### config.mk
export PLATFORM = sky130hd
export DESIGN_NAME = counter_updown
export DESIGN_NICKNAME = d
export VERILOG_FILES = /design/src/rtl/counter_updown.sv
export SDC_FILE = /design/constraint.sdc
export NUM_CORES = 1
export LEC_CHECK = 0
export ABC_CLOCK_PERIOD_IN_PS = 2100
export BUFFER_PORTS_ARGS = -buffer_cell sky130_fd_sc_hd__buf_2
export CAP_MARGIN = 40
export CORE_MARGIN = 3
export CORE_UTILIZATION = 35
export CTS_CLUSTER_SIZE = 24
export DETAILED_ROUTE_END_ITERATION = 8
export PLACE_DENSITY = 0.68
export SLEW_MARGIN = 20
export SYNTH_ARGS = -nofsm -noshare
export SYNTH_HDL_FRONTEND = slang
export SYNTH_SLANG_ARGS = --single-unit
### constraint.sdc
create_clock -name clk_i -period 2.1 [get_ports clk_i]
set_input_delay 0.21 -clock clk_i [delete_from_list [all_inputs] [get_ports clk_i]]
set_output_delay 0.21 -clock clk_i [all_outputs]
set_load 0.02 [all_outputs]
### src/rtl/counter_updown.sv
// counter_updown: parametrised up/down counter with prescaler, clear/load, wrap-or-saturate and status flags
module counter_updown #(
    parameter int unsigned            WIDTH     = 4,
    parameter logic [WIDTH-1:0]       MAX_VALUE = {WIDTH{1'b1}},
    parameter int unsigned            PRESCALE  = 1
) (
    input  logic             clk_i,
    input  logic             reset_n_i,
    input  logic             clear_i,
    input  logic             load_i,
    input  logic [WIDTH-1:0] load_value_i,
    input  logic             enable_i,
    input  logic             up_i,
    input  logic             saturate_i,
    output logic [WIDTH-1:0] out_o,
    output logic             tc_o,
    output logic             wrapped_o
);
    localparam int unsigned     PW      = PRESCALE > 1 ? $clog2(PRESCALE) : 1;
    localparam logic [PW-1:0]   PS_LAST = PW'(PRESCALE - 1);

    logic [WIDTH-1:0] out_d, out_q;
    logic [PW-1:0]    ps_d, ps_q;
    logic             tc_d, tc_q;
    logic             wrapped_d, wrapped_q;
    logic             step;
    logic             at_bound;

    // Next state: clear beats load beats a prescaled step; a step at the bound wraps or holds
    always_comb begin
        step      = enable_i && ps_q == PS_LAST;
        at_bound  = up_i ? out_q == MAX_VALUE : out_q == '0;
        out_d     = out_q;
        ps_d      = ps_q;
        tc_d      = 1'b0;
        wrapped_d = wrapped_q;
        if (clear_i) begin
            out_d     = '0;
            ps_d      = '0;
            wrapped_d = 1'b0;
        end else if (load_i) begin
            out_d = load_value_i > MAX_VALUE ? MAX_VALUE : load_value_i;
            ps_d  = '0;
        end else if (enable_i) begin
            ps_d = step ? '0 : ps_q + PW'(1);
            if (step) begin
                tc_d = at_bound;
                if (!at_bound) begin
                    out_d = up_i ? out_q + WIDTH'(1) : out_q - WIDTH'(1);
                end else if (!saturate_i) begin
                    out_d     = up_i ? '0 : MAX_VALUE;
                    wrapped_d = 1'b1;
                end
            end
        end
    end

    // State registers; reset clears everything without waiting for a clock
    always_ff @(posedge clk_i or negedge reset_n_i) begin
        if (!reset_n_i) begin
            out_q     <= '0;
            ps_q      <= '0;
            tc_q      <= 1'b0;
            wrapped_q <= 1'b0;
        end else begin
            out_q     <= out_d;
            ps_q      <= ps_d;
            tc_q      <= tc_d;
            wrapped_q <= wrapped_d;
        end
    end

    assign out_o     = out_q;
    assign tc_o      = tc_q;
    assign wrapped_o = wrapped_q;
endmodule

==> impl_results.md <==
- DR WL/cell: ~13 um
- First-pass GRT wire length: 1990 um
- Placed cell count: 84
- Synth top cells by count: dfrtp_1 (7), inv_1 (6), nand2_1 (4)
- CTS sink cnt: 7
- Worst slew pin tran: 0.270 ns
- Max Clock Freq: 0.568 GHz
- Vias in the first global route: approximately 450
- Clock H-tree levels: 1
- Worst skew pair latency: 0.25 ns
- Setup violators final: 0
- Sequential share of the synthesized area: 32.7%
- Max Cap Viol: 0
- Cell Pwr Density: 665 mW/mm^2
- Final-report hold violation count: 0
- Ys flop type: dfrtp_1
- Hold crit path type: input port to flip-flop
- FFs w/ async S/R, synth: 100%
- Post-CTS Resized: 0
- Internal: 289 uW
- Yosys reg bits: 7
- DRC: 0
- Sw frac: between 30% and 40%
- Status: completed
- Fin cells: 89
- Critical path arrival: 1.90 ns
- Ant. Diodes: 0
- Syn Nets: roughly 70
- Via count: 483
- Nets@finish: 89
- Initial core utilization: between 30% and 40%
- Peak supply drop: 0.365 mV
- Total negative slack: 0 ns
- Post-DR vias/cell: 5.43
- Crit Path Class: flip-flop to flip-flop
- Worst reg-to-reg setup slack: 0.34 ns
- Leak: 0.323 nW
- Die area: a little over 0.002 mm^2
- CTS Buf Count: 3
- Detailed-route wire length: between 1000 and 1500 um
- Net Sw Power: 154 uW
- Die Y: 45.1 um
- Number of synthesized flops with an enable pin: 0
- Max Clock Skew: 0.000784 ns
- Clock power frac: 27.2%
- First DRT Iteration DRCs: 7
- Max Transition Viols Final: 0
- Synth Cell Area: 536 um^2
- Worst-path clk slew: approximately 0.050 ns
- Initial antenna violation count: 0
- Clk buf depth: 2
- Minimum clock period: 1.76 ns
- Setup crit end kind: flip-flop
- # IOs: 17
- Port buffer count: 16
- Crit path launch type: flip-flop
- Routability Congestion: just under 0.8
- Synth Warn #: 0
- Top post-synthesis cells by area: dfrtp_1 (33%), a22o_1 (4.9%), ha_1 (4.7%)
- Root Driver: clkbuf_4
- DIE WIDTH: ~45 um
- Area growth syn-to-layout: 24.3%
- Fin crit share: 83.9%
- Grt ovf: 0
- Largest net degree at the start of global routing: 12
- DPL Wire Length: 979 um
- First-pass DRT Iterations: 4
- Seq pwr share: 38.0%
- Required time worst endpoint: 2.24 ns
- Core area: roughly 0.0014 mm^2
- Share of layout cells above drive strength 1: 35.1%
- # rows: 13
- Setup bufs post-CTS: 0
- Total track usage: 13.8%
- Crit Path Max Fanout: 7
- Slew HR: between 80% and 90%
- Share of the synthesized area in the top cell type: 32.7%
- Final antenna-violating net count: 0
- CTS tree: yes
- Cell variety after synth: 30
- Top-count cell post-synth: dfrtp_1
- RSZ-0062 raised after global routing: false
- Hold_buf cts: 1
- Comb pwr share: between 30% and 40%
- Synth Instances: 54
- Cell taking the most area after synthesis: dfrtp_1
- Synthesized area per cell: 9.92 um^2
-- cell families after synthesis --
logic type / count (synthesis) / share of synthesized area, %
flip-flops: 7 / 32.7
AO/OA/AOI/OAI: 16 / 24.5
XOR/XNOR: 2 / 3.27
adder cells (fa/ha/maj): 3 / 8.41
buffers and inverters: 7 / 5.14
multiplexers: 1 / 1.87
AND/OR/NAND/NOR: 18 / 24.1
-- cell type report --
cell class	count	area (um^2)
inverter	6	22.5
tap	15	18.8
multi-input combinational	40	333
timing repair buffer	17	90.1
fill	149	701
sequential	7	175
clock buffer	4	26.3
-- state kept, by name (all words and copies together) (netlist names) --
signal     cells
wrapped_o      1
tc_o           1
out_o          4
ps_q           1
-- power by group through the flow --
| stage | Sequential [mW] | Clock [mW] | Combinational (mW) |
|---|---|---|---|
| floorplan | 0.182 | 0 | 0.0912 |
| global placement | 0.170 | 0 | 0.151 |
| detailed placement | 0.171 | 0 | 0.154 |
| CTS | 0.168 | 0.125 | 0.156 |
| global route | 0.171 | 0.136 | 0.174 |
| finish | 0.168 | 0.121 | 0.154 |
-- path summary, 6_finish.rpt --
check	cells past startpoint	end	startpoint
hold reg to reg	1	wrapped_o	wrapped_o
min in group asynchronous	2	out_o[3]	reset_n_i
hold / removal	2	ps_q	enable_i
max in group asynchronous	2	tc_o	reset_n_i
setup / recovery	5	out_o[3]	out_o[0]
setup reg to reg	5	out_o[3]	out_o[0]
-- through the flow --
stage / worst slack [ns] / hold slack, ns / power (mW) / utilization [%] / cell area (um^2)
floorplan: 0.334 / -0.0856 / 0.273 / - / 536
CTS: 0.331 / 0.126 / 0.450 / 48.7 / 666
global route: 0.215 / 0.123 / 0.482 / 48.7 / 666
detailed placement: 0.350 / 0.0548 / 0.324 / 46.1 / 629
global placement: 0.375 / 0.0546 / 0.321 / 46.1 / 629
finish: 0.338 / 0.129 / 0.443 / 48.7 / 666
-- layout by cell type, fill, tap and decap left out, types with 2 or more instances in the layout --
master	netlist	routed
xnor2_1	2	2
ha_1	2	2
inv_1	6	6
a22o_1	3	3
nor2b_1	2	2
nor2_1	3	3
nand2_1	4	4
o21ai_0	3	3
buf_2	1	16
clkbuf_4	0	3
dfrtp_1	7	7
a31oi_1	2	2
-- metal layers --
layer	wire [um]	track usage, %	share of wire (%)
met1	519	17.3	44
met2	565	22.6	48
met3	100	7.17	8.4
met4	0	0	0
met5	0	0	0
-- worst max-delay path, stage by stage (launching register included) --
cell	delay, ns
dfrtp_1	0.43
or4_4	0.59
a2bb2oi_2	0.19
o21ai_4	0.11
nor3_1	0.08
a22o_1	0.23
(Power assumes the default switching activity.)
